==> src/rtl/micro_host_pkg.sv <==
// Shared types and default widths for the pairing-accelerator host-port sequencer.
package micro_host_pkg;

    localparam int DEF_FUNCIDW  = 8;
    localparam int DEF_CORELOG2 = 2;
    localparam int DEF_RFSZLOG2 = 4;
    localparam int DEF_WORDSZ   = 16;

    typedef enum logic [1:0] {
        OP_WR    = 2'b00,
        OP_RD    = 2'b01,
        OP_START = 2'b10,
        OP_NOP   = 2'b11
    } op_e;

    typedef enum logic [2:0] {
        IDLE,
        WR,
        RD_WAIT,
        RSP,
        STRT,
        WAIT_HI,
        WAIT_LO
    } state_e;

    // Bits needed to hold the value n (at least one).
    function automatic int cnt_w(input int n);
        return (n < 1) ? 1 : $clog2(n + 1);
    endfunction

endpackage

==> src/rtl/micro_host_seq.sv <==
// Host-port initiator: turns a valid/ready command stream into register-file
// writes/reads and job starts on the accelerator port, returning read data and job completion.
module micro_host_seq
    import micro_host_pkg::*;
#(
    parameter int FUNCIDW  = DEF_FUNCIDW,
    parameter int CORELOG2 = DEF_CORELOG2,
    parameter int RFSZLOG2 = DEF_RFSZLOG2,
    parameter int WORDSZ   = DEF_WORDSZ,
    parameter int RD_LAT   = 1,
    parameter int START_TO = 16
)(
    input  logic                clk,
    input  logic                rst,
    input  logic                cmd_valid,
    output logic                cmd_ready,
    input  logic [1:0]          cmd_op,
    input  logic [CORELOG2-1:0] cmd_chip,
    input  logic [RFSZLOG2-1:0] cmd_addr,
    input  logic [WORDSZ-1:0]   cmd_data,
    output logic                rsp_valid,
    input  logic                rsp_ready,
    output logic [WORDSZ-1:0]   rsp_data,
    output logic                done,
    output logic                err_start,
    output logic [FUNCIDW-1:0]  funcid,
    output logic                start,
    output logic                wen,
    output logic [CORELOG2-1:0] chip_sel,
    output logic [RFSZLOG2-1:0] waddr,
    output logic [WORDSZ-1:0]   wdata,
    output logic                ren,
    output logic [RFSZLOG2-1:0] raddr,
    input  logic [WORDSZ-1:0]   rdata,
    input  logic                busy
);

    localparam int RDCW = cnt_w(RD_LAT);
    localparam int TOCW = cnt_w(START_TO);
    localparam logic [RDCW-1:0] RD_LAST = RDCW'(RD_LAT - 1);
    localparam logic [TOCW-1:0] TO_MAX  = TOCW'(START_TO);

    state_e          state;
    state_e          state_nxt;
    op_e             op;
    logic            accept;
    logic            rd_sample;
    logic            to_expire;
    logic [RDCW-1:0] rd_cnt;
    logic [TOCW-1:0] to_cnt;

    assign op        = op_e'(cmd_op);
    assign cmd_ready = (state == IDLE) && !busy && !rst;
    assign accept    = cmd_valid && cmd_ready;
    assign rsp_valid = (state == RSP);

    always_comb begin
        // NOTE: every signal driven here gets a default first, so no path can infer a latch.
        state_nxt = state;
        rd_sample = 1'b0;
        to_expire = 1'b0;
        case (state)
            IDLE: begin
                if (accept) begin
                    case (op)
                        OP_WR:    state_nxt = WR;
                        OP_RD:    state_nxt = RD_WAIT;
                        OP_START: state_nxt = STRT;
                        default:  state_nxt = IDLE;
                    endcase
                end
            end
            WR:      state_nxt = IDLE;
            RD_WAIT: begin
                if (rd_cnt == RD_LAST) begin
                    rd_sample = 1'b1;
                    state_nxt = RSP;
                end
            end
            RSP:     if (rsp_ready) state_nxt = IDLE;
            STRT:    state_nxt = WAIT_HI;
            WAIT_HI: begin
                // busy wins over a timeout landing on the same cycle
                if (busy) begin
                    state_nxt = WAIT_LO;
                end else if (to_cnt >= TO_MAX) begin
                    to_expire = 1'b1;
                    state_nxt = IDLE;
                end
            end
            WAIT_LO: if (!busy) state_nxt = IDLE;
            default: state_nxt = IDLE;
        endcase
    end

    always_ff @(posedge clk) begin
        // NOTE: all sequential state is updated with non-blocking assignments.
        if (rst) begin
            state     <= IDLE;
            rd_cnt    <= '0;
            to_cnt    <= '0;
            wen       <= 1'b0;
            ren       <= 1'b0;
            start     <= 1'b0;
            done      <= 1'b0;
            err_start <= 1'b0;
            chip_sel  <= '0;
            waddr     <= '0;
            wdata     <= '0;
            raddr     <= '0;
            funcid    <= '0;
            rsp_data  <= '0;
        end else begin
            state <= state_nxt;
            wen   <= accept && (op == OP_WR);
            ren   <= accept && (op == OP_RD);
            start <= accept && (op == OP_START);
            done  <= (state == WAIT_LO) && !busy;

            if (to_expire) err_start <= 1'b1;
            if (rd_sample) rsp_data <= rdata;

            // chip_sel only follows register-file commands; START leaves it untouched
            if (accept) begin
                case (op)
                    OP_WR: begin
                        chip_sel <= cmd_chip;
                        waddr    <= cmd_addr;
                        wdata    <= cmd_data;
                    end
                    OP_RD: begin
                        chip_sel <= cmd_chip;
                        raddr    <= cmd_addr;
                    end
                    OP_START: funcid <= cmd_data[FUNCIDW-1:0];
                    default: ;
                endcase
            end

            rd_cnt <= (state == RD_WAIT) ? rd_cnt + 1'b1 : '0;

            case (state)
                STRT:    to_cnt <= TOCW'(1);
                WAIT_HI: if (to_cnt != TO_MAX) to_cnt <= to_cnt + 1'b1;
                default: to_cnt <= '0;
            endcase
        end
    end

endmodule

==> config.mk <==
export PLATFORM = sky130hd
export DESIGN_NAME = micro_host_seq
export DESIGN_NICKNAME = d
export VERILOG_FILES = /design/src/rtl/micro_host_pkg.sv /design/src/rtl/micro_host_seq.sv
export SDC_FILE = /design/constraint.sdc
export NUM_CORES = 1
export LEC_CHECK = 0
export BUFFER_PORTS_ARGS = -buffer_cell sky130_fd_sc_hd__buf_4
export CORE_MARGIN = 5
export CORE_UTILIZATION = 40
export DETAILED_ROUTE_END_ITERATION = 10
export PLACE_DENSITY = 0.69
export SLEW_MARGIN = 5
export SYNTH_ARGS = -nofsm -noshare
export SYNTH_HDL_FRONTEND = slang
export SYNTH_SLANG_ARGS = --single-unit
==> constraint.sdc <==
create_clock -name clk -period 2 [get_ports clk]
set_input_delay 0.2 -clock clk [delete_from_list [all_inputs] [get_ports clk]]
set_output_delay 0.2 -clock clk [all_outputs]
set_load 0.02 [all_outputs]
==> flow_metrics.py, run 1 <==
metrics = {
    "cts": {
        "clkSinkCount": 64,
        "cts_setup_buffers": 0,
        "clockBufferDepth": 2,
        "ctsResizeCount": 0,
        "root_buffer": "clkbuf_8",
        "htree_levels": 3,
        "cts_hold_buf": 0,
        "cts_tree": "done",
        "cts_buffers": 9,
        "insertion_delay_ns": 0.32,
        "clkSlewWorstSetupHoldPaths_ns": 0.07,
    },
    "min_path": {
        "min_path_type": "in -> reg",
        "hold_depth": 3,
        "hold_path.startpoint": "rdata[13]",
    },
    "global_route": {
        "antenna_found_initial": 0,
        "grt_overflow": 0,
        "grt_use_total": 0.165,
        "grt_first_pass_wirelength_um": 9940,
        "grt_max_degree": 60,
        "grt_pass1_vias": 2152,
    },
    "setup_path": {
        "path_class": "reg -> reg",
        "rrSetupSlack_ns": 0.18,
        "critPathCapture": "wdata[7]",
        "cp.arrival_ns": 2.07,
        "r2r-start": "state[0]",
        "worstRegToRegCells": 5,
        "crit_start": "state[0]",
        "crit_path_end_kind": "flip-flop",
        "critPathMaxFanout": 21,
        "startpoint_type": "flip-flop",
        "critical_path_required_ns": 2.25,
        "r2r_end": "wdata[7]",
    },
    "pwr": {
        "seqPwrFrac": 0.487,
        "switchingPower_w": 0.000600,
        "power_leakage_nw": 1.56,
        "cellPowerDensity_nw_per_um2": 771,
        "clkPwrFrac": 0.419,
        "vdd_ir_drop_max_uv": 538,
        "internal_power_w": 0.00209,
        "combPwrFrac": 0.093,
        "sw_frac_of_total": 0.223,
    },
    "synthesis": {
        "yosysSeqAreaShare": 0.523,
        "netlist-cell-type-count": 35,
        "syn_inst": 289,
        "synth-seq-cells": 64,
        "synth_area_per_cell_um2": 8.47,
        "async_flop_share": 0,
        "ys.warnings.count": 0,
        "synth_fp_nets": 336,
        "synth_edf_count": 0,
        "synth_flop_cell": "dfxtp_1",
        "netlist_area_um2": 2450,
    },
    "run_status": {
        "status": "finished, final reports clean",
    },
    "finish": {
        "final_common_cell": "buf_4",
        "ff_latch_area_um2": 1280,
        "final_cells": 471,
        "antenna_cells": 0,
        "multi_input_area_um2": 1050,
        "finalNetCount": 439,
        "final_util": 0.589,
        "final.fill_count": 559,
        "drive_above_1_share": 0.331,
        "final_cell_mix": "110 x buf_4, 78 x nand2_1, 64 x dfxtp_1, 41 x a21oi_1, 24 x nor2_1",
        "area_delta_synth_final_pct": 42.4,
    },
    "timing": {
        "slew_violations": 0,
        "finalSetupViolations": 0,
        "fin_setup_tns_ns": 0,
        "setup_ws_ns": 0.183,
        "skew_ns": 0.00499,
        "period_share": 0.908,
        "max_freq_mhz": 550,
        "slew_headroom": 0.541,
        "final.min_clock_period_ns": 1.82,
        "hold_viol": 0,
        "rsz0062_at_grt": "no",
        "tightest_slew_ns": 0.687,
    },
    "floorplanning": {
        "chipWidth_um": 88.2,
        "core_um2": 5920,
        "io_pins": 102,
        "row_count": 28,
        "die_h_um": 88.2,
        "die_area_um2": 7790,
        "initial_core_util": 0.414,
    },
    "drt": {
        "vias": 2246,
        "ant_nets": 0,
        "vias_per_cell": 4.77,
        "post_drt_wl_per_cell_um": 13.4,
        "first_pass_iters": 4,
        "drt_wl_total_um": 6310,
        "route.detailed.drc": 0,
        "drtIter0Drc": 108,
    },
    "run": {
        "cap_violations": 0,
    },
    "place": {
        "place.detailed.hpwl_um": 4540,
        "dpl.cell_count": 456,
        "io_buffers": 101,
        "pre_cts_ws_ns": 0.165,
        "gp_congestion": 0.747,
    },
}
[per-layer routing]
| metal | track usage | vias up | wire [um] |
|---|---|---|---|
| li1 | - | 1164 | - |
| met1 | 0.204 | 996 | 2630 |
| met2 | 0.241 | 81 | 2840 |
| met3 | 0.0857 | 5 | 803 |
| met4 | 0.0673 | 0 | 40 |
| met5 | 0 | - | 0 |
[synth_stat cells, drive strengths merged (2+ instances only)]
master,instances,area (um2)
a21oi,41,205
buf,6,47.5
clkbuf,12,45.0
dfxtp,64,1280
ha,2,25.0
inv,7,26.3
mux2i,15,150
nand2,78,293
nand2b,3,18.8
nand3,6,30.0
nand3b,2,15.0
nor2,24,90.1
nor2b,2,12.5
nor3,2,10.0
nor3b,3,22.5
nor4,4,25.0
or3,2,17.5
xnor2,2,17.5
xor2,2,17.5
[sequential cells by signal (all words and copies together) (netlist names)]
name and cells:
state 3, done 1, start 1, wdata 16
rsp_data 16, ren 1, rd_cnt 1, funcid 8
err_start 1, raddr 4, waddr 4, wen 1
chip_sel 2, to_cnt 5
[worst min path at each step]
stage	to	slack (ns)
4_1_cts	wdata[11]	0.10
3_3_place_gp	raddr[2]	0.44
6_report	rsp_data[13]	0.12
3_5_place_dp	wdata[11]	0.45
2_1_floorplan	rsp_data[0]	0.34
5_1_grt	rsp_data[7]	0.1
[critical path, stage by stage, from the launching register on]
cell and delay [ns]:
dfxtp_1 0.33, or4_4 0.52, or3_4 0.38, inv_2 0.27
nand2_1 0.10, a21oi_1 0.13
[power groups by stage]
| stage | clock [W] | sequential (W) | combinational (W) |
|---|---|---|---|
| floorplan | 0 | 0.00136 | 0.0000972 |
| global placement | 0 | 0.00134 | 0.000250 |
| detailed placement | 0 | 0.00134 | 0.000252 |
| CTS | 0.00116 | 0.00131 | 0.000253 |
| global route | 0.00123 | 0.00131 | 0.000276 |
| finish | 0.00113 | 0.00131 | 0.000251 |
[logic make-up (layout without fill, tap and decap cells)]
group / Yosys count / count (layout) / synth area share
AOI/OAI and AO/OA: 48 / 48 / 0.106
DFF: 64 / 64 / 0.523
adders and majority gates: 2 / 2 / 0.0102
buffers and inverters: 25 / 132 / 0.0485
xor gates and xnor gates: 4 / 4 / 0.0143
and+or+nand+nor: 131 / 131 / 0.237
muxes: 15 / 15 / 0.0613
[stage by stage]
step / total power, W / hold WS (ns) / area [um2]
final: 0.00269 / 0.116 / 3490
after global placement: 0.00159 / 0.442 / 3280
after CTS: 0.00272 / 0.101 / 3490
after floorplan: 0.00146 / 0.336 / 2450
after detailed placement: 0.00159 / 0.447 / 3280
after global routing: 0.00282 / 0.0960 / 3490
[cell type report]
type / count / area share
clock inverter: 3 / 0.0115
timing repair buffer: 110 / 0.237
inverter: 7 / 0.00753
clock buffer: 12 / 0.0474
multi-input combinational: 200 / 0.302
tap: 75 / 0.0269
sequential: 64 / 0.367
Note: power is estimated with default switching activity, not from simulation.
==> run 2: changes to the inputs <==
--- a/config.mk
+++ b/config.mk
@@ -6,10 +6,8 @@
 export NUM_CORES = 1
 export LEC_CHECK = 0
 export BUFFER_PORTS_ARGS = -buffer_cell sky130_fd_sc_hd__buf_4
-export CORE_MARGIN = 5
-export CORE_UTILIZATION = 40
+export CORE_UTILIZATION = 35
 export DETAILED_ROUTE_END_ITERATION = 10
-export PLACE_DENSITY = 0.69
 export SLEW_MARGIN = 5
 export SYNTH_ARGS = -nofsm -noshare
 export SYNTH_HDL_FRONTEND = slang
==> constraint.sdc (replaced) <==
create_clock -name clk -period 1.8 [get_ports clk]
set_input_delay 0.18 -clock clk [delete_from_list [all_inputs] [get_ports clk]]
set_output_delay 0.18 -clock clk [all_outputs]
set_load 0.02 [all_outputs]
==> run 2 against run 1 <==
Compared with the run above: cell count grew 6.2%; die area shrank 5.8%; worst hold slack lost 0.025 ns; global-route usage grew 0.54 points; core utilization shrank 5.7 points; register-to-register slack lost 0.09 ns; setup slack lost 0.091 ns; critical path depth grew 1; sequential share of layout area shrank 1.3 points; flip-flop and latch count is the same; combinational power grew 17%; design area grew 3.6%; critical path type unchanged; critical endpoint is now wdata[4]; largest power group unchanged.
==> flow_metrics.py, run 2 (synthesis results as in run 1) <==
metrics = {
    "run_status": {
        "status": "finished, final reports clean",
    },
    "global_route": {
        "grt_overflow": 0,
        "grt_first_pass_wirelength_um": 9760,
        "grt_use_total": 0.170,
        "antenna_found_initial": 0,
        "grt_pass1_vias": 2132,
        "grt_max_degree": 25,
    },
    "timing": {
        "skew_ns": 0.00513,
        "finalSetupViolations": 0,
        "rsz0062_at_grt": "no",
        "max_freq_mhz": 586,
        "slew_violations": 0,
        "slew_headroom": 0.689,
        "final.min_clock_period_ns": 1.71,
        "tightest_slew_ns": 0.463,
        "period_share": 0.949,
        "fin_setup_tns_ns": 0,
        "hold_viol": 0,
    },
    "pwr": {
        "cellPowerDensity_nw_per_um2": 806,
        "vdd_ir_drop_max_uv": 436,
        "power_leakage_nw": 1.60,
    },
    "cts": {
        "clkSlewWorstSetupHoldPaths_ns": 0.07,
        "cts_hold_buf": 0,
        "root_buffer": "clkbuf_8",
        "htree_levels": 3,
        "clkSinkCount": 64,
        "cts_buffers": 9,
        "clockBufferDepth": 2,
        "insertion_delay_ns": 0.33,
        "cts_tree": "done",
    },
    "drt": {
        "first_pass_iters": 4,
        "drtIter0Drc": 86,
        "vias": 2300,
        "route.detailed.drc": 0,
        "drt_wl_total_um": 5990,
        "post_drt_wl_per_cell_um": 12.0,
        "ant_nets": 0,
        "vias_per_cell": 4.60,
    },
    "setup_path": {
        "cp.arrival_ns": 1.97,
        "crit_family": "simple AND/OR/NAND/NOR gates",
        "crit_start": "state[1]",
        "crit_path_end_kind": "flip-flop",
        "critPathMaxFanout": 10,
        "worst_path_max_delay_cell": "or4_4",
        "slowest_delay_ns": 0.50,
        "path_buf_inv": 2,
        "startpoint_type": "flip-flop",
        "path_cells": "or4_4 > or3_4 > inv_4 > clkbuf_16 > nand2_1 > a21oi_1",
        "worstRegToRegCells": 6,
        "r2r-start": "state[1]",
        "critical_path_required_ns": 2.06,
        "path_class": "reg -> reg",
        "crit_cells": 6,
    },
    "finish": {
        "final_util": 0.532,
        "top_regs": "rsp_data (16), wdata (16), funcid (8)",
        "ff_latch_area_um2": 1280,
        "multi_input_area_um2": 1070,
        "final_common_cell": "buf_4",
        "area_delta_synth_final_pct": 47.6,
        "drive_above_1_share": 0.351,
        "finalNetCount": 447,
        "final_cell_mix": "115 x buf_4, 78 x nand2_1, 64 x dfxtp_1, 40 x a21oi_1, 24 x nor2_1",
        "antenna_cells": 0,
        "final.fill_count": 652,
    },
    "floorplanning": {
        "chipWidth_um": 85.6,
        "core_um2": 6790,
        "initial_core_util": 0.360,
        "die_area_um2": 7330,
        "row_count": 30,
        "io_pins": 102,
        "die_h_um": 85.6,
    },
    "run": {
        "cap_violations": 0,
    },
    "place": {
        "io_buffers": 101,
        "gp_congestion": 0.767,
        "place.detailed.hpwl_um": 4160,
    },
    "min_path": {
        "hold_depth": 3,
        "min_path_type": "in -> reg",
        "hold_path.startpoint": "cmd_data[12]",
    },
}
run 2: final timing paths:
path,endpoint,slack [ns]
worst max-delay path,wdata[4],0.09
worst min-delay path,wdata[12],0.09
worst max register to register,wdata[4],0.09
worst min register to register,wdata[5],0.45
run 2: worst register-to-register path: stages (launching register included):
cell and delay [ns]:
dfxtp_1 0.36, or4_4 0.50, or3_4 0.38, inv_4 0.09, clkbuf_16 0.16, nand2_1 0.06, a21oi_1 0.11
run 2: final cells by class:
| type | instances | area share |
|---|---|---|
| clock buffers | 9 | 0.0343 |
| clock inverters | 6 | 0.0170 |
| inverters | 7 | 0.00796 |
| multi-input cells | 200 | 0.296 |
| flip-flops and latches | 64 | 0.355 |
| well taps | 96 | 0.0332 |
| repair buffers | 118 | 0.257 |
run 2: metrics by stage:
stage	hold slack, ns	instances	setup slack (ns)	power, W	cell area [um2]
6_report	0.0905	500	0.0924	0.00291	3610
4_1_cts	0.0770	499	0.0270	0.00295	3570
2_1_floorplan	0.316	289	0.0440	0.00162	2450
5_1_grt	0.0751	500	0.0290	0.00305	3610
3_5_place_dp	0.432	484	0.0692	0.00178	3390
3_3_place_gp	0.425	484	0.0237	0.00178	3390
run 2: what timing repair did:
action	CTS	global route
endpoints found under the hold margin	0	0
gates resized for setup	0	4
setup endpoints to repair	0	17
setup buffers	0	0
run 2: per-layer routing:
layer / track usage / routed length [um] / vias up
met5: 0 / 0 / -
met4: 0.0727 / 108 / 0
met3: 0.0664 / 462 / 10
met2: 0.268 / 2690 / 78
met1: 0.207 / 2730 / 1034
li1: - / - / 1178
run 2: power by group:
part	total (W)	leakage, nW	switching (W)	internal (W)
Sequential	0.00145	0.517	0.0000141	0.00144
Combinational	0.000294	0.987	0.000145	0.000149
Clock	0.00116	0.0948	0.000537	0.000626
==> run 3: changes to the inputs <==
==> constraint.sdc (replaced) <==
create_clock -name clk -period 1.8 [get_ports clk]
set_input_delay 0.18 -clock clk [delete_from_list [all_inputs] [get_ports clk]]
set_output_delay 0.18 -clock clk [all_outputs]
set_load 0.05 [all_outputs]
==> run 3 against run 2 <==
Compared with the run above: worst hold slack got worse by 0.0087 ns; clock power is 17% higher; die area did not move; non-clock buffer count decreased by 1; core utilization rose by 0.50 points; critical endpoint is now cmd_ready; highest routed layer unchanged.
==> flow_metrics.py, run 3 (synthesis results as in run 1) <==
metrics = {
    "drt": {
        "post_drt_wl_per_cell_um": 11.9,
        "first_pass_iters": 4,
        "route.detailed.drc": 0,
        "drtIter0Drc": 106,
        "vias_per_cell": 4.55,
        "vias": 2275,
        "ant_nets": 0,
        "drt_wl_total_um": 5940,
    },
    "global_route": {
        "grt_overflow": 0,
        "grt_max_degree": 41,
        "grt_first_pass_wirelength_um": 9590,
        "grt_pass1_vias": 2116,
        "antenna_found_initial": 0,
        "grt_use_total": 0.168,
    },
    "finish": {
        "finish.instance_area_um2": 3650,
        "final_util": 0.537,
        "final_cell_mix": "114 x buf_4, 78 x nand2_1, 64 x dfxtp_1, 40 x a21oi_1, 24 x nor2_1",
        "drive_above_1_share": 0.351,
        "antenna_cells": 0,
        "finalNetCount": 446,
        "area_delta_synth_final_pct": 49.0,
        "top_regs": "rsp_data (16), wdata (16), funcid (8)",
        "final_common_cell": "buf_4",
    },
    "timing": {
        "skew_ns": 0.00712,
        "setup_ws_ns": 0.0896,
        "max_freq_mhz": 585,
        "tightest_slew_ns": 0.458,
        "finalSetupViolations": 0,
        "slew_violations": 0,
        "hold_viol": 0,
        "rsz0062_at_grt": "no",
        "period_share": 0.950,
        "fin_setup_tns_ns": 0,
        "slew_headroom": 0.692,
        "final.min_clock_period_ns": 1.71,
    },
    "min_path": {
        "min_path_type": "in -> reg",
    },
    "run_status": {
        "status": "finished, final reports clean",
    },
    "floorplanning": {
        "io_pins": 102,
        "die_area_um2": 7330,
        "initial_core_util": 0.360,
        "die_h_um": 85.6,
        "row_count": 30,
        "chipWidth_um": 85.6,
        "core_um2": 6790,
    },
    "setup_path": {
        "path_class": "reg -> out",
        "critical_path_required_ns": 1.62,
        "path_cells": "or4_4 > nor2_1 > buf_4",
        "critPathMaxFanout": 2,
        "crit_path_end_kind": "output pin",
        "slowest_delay_ns": 0.53,
        "cp.arrival_ns": 1.53,
        "startpoint_type": "flip-flop",
        "worst_path_max_delay_cell": "or4_4",
    },
    "cts": {
        "clkSlewWorstSetupHoldPaths_ns": 0.07,
        "cts_buffers": 9,
        "insertion_delay_ns": 0.34,
        "cts_hold_buf": 0,
        "root_buffer": "clkbuf_8",
        "htree_levels": 3,
        "clkSinkCount": 64,
        "cts_setup_buffers": 0,
        "clockBufferDepth": 2,
        "cts_tree": "done",
        "ctsResizeCount": 0,
    },
    "pwr": {
        "cellPowerDensity_nw_per_um2": 867,
        "vdd_ir_drop_max_uv": 414,
        "power_leakage_nw": 1.61,
        "p_total_w": 0.00316,
    },
    "place": {
        "io_buffers": 101,
        "gp_congestion": 0.755,
        "place.detailed.hpwl_um": 4100,
        "place_area_um2": 3380,
        "pre_cts_ws_ns": 0.0450,
    },
    "run": {
        "cap_violations": 0,
    },
}
[run 3: changes by cell type in the layout (fill, tap and decap cells not counted)]
cell        delta
buf_4          -1
clkbuf_1       +1
bufinv_16      +1
nor3b_1        -1
clkinv_4       -1
clkinv_2       -2
clkbuf_8       +1
clkinvlp_4     +1
nor3b_2        +1
[run 3: worst max-delay path: cells and delay by family (launching register included)]
family	cells	cell delay, ns
buffers and inverters	1	0.22
flip-flops	1	0.32
AND/OR/NAND/NOR	2	0.66
[run 3: final cells by class]
cell class | count | area [um2]
inverters | 7 | 28.8
clock buffers | 11 | 141
clock inverters | 5 | 80.1
repair buffers | 117 | 921
fillers | 641 | 3150
flip-flops and latches | 64 | 1280
multi-input cells | 200 | 1070
well taps | 96 | 120
[run 3: routing by layer]
metal,part of all wire,GRT usage
met1,0.46,0.200
met2,0.44,0.263
met3,0.082,0.0760
met4,0.015,0.0682
met5,0,0
[run 3: metrics by stage]
step,hold slack (ns),cells
2_1_floorplan,0.316,289
3_3_place_gp,0.425,483
3_5_place_dp,0.432,483
4_1_cts,0.0680,499
5_1_grt,0.0680,500
6_report,0.0819,500
[run 3: report_power, final]
part | switching [W] | total [W] | internal (W)
sequential | 0.0000133 | 0.00145 | 0.00144
clock | 0.000548 | 0.00136 | 0.000815
combinational | 0.000197 | 0.000345 | 0.000148
[run 3: path summary, 6_finish.rpt]
path	start	end	slack (ns)	cells after the start
min	rdata[10]	rsp_data[10]	0.08	3
min reg2reg	wdata[9]	wdata[9]	0.45	2
max reg2reg	state[2]	wdata[0]	0.10	6
max	state[2]	cmd_ready	0.09	3
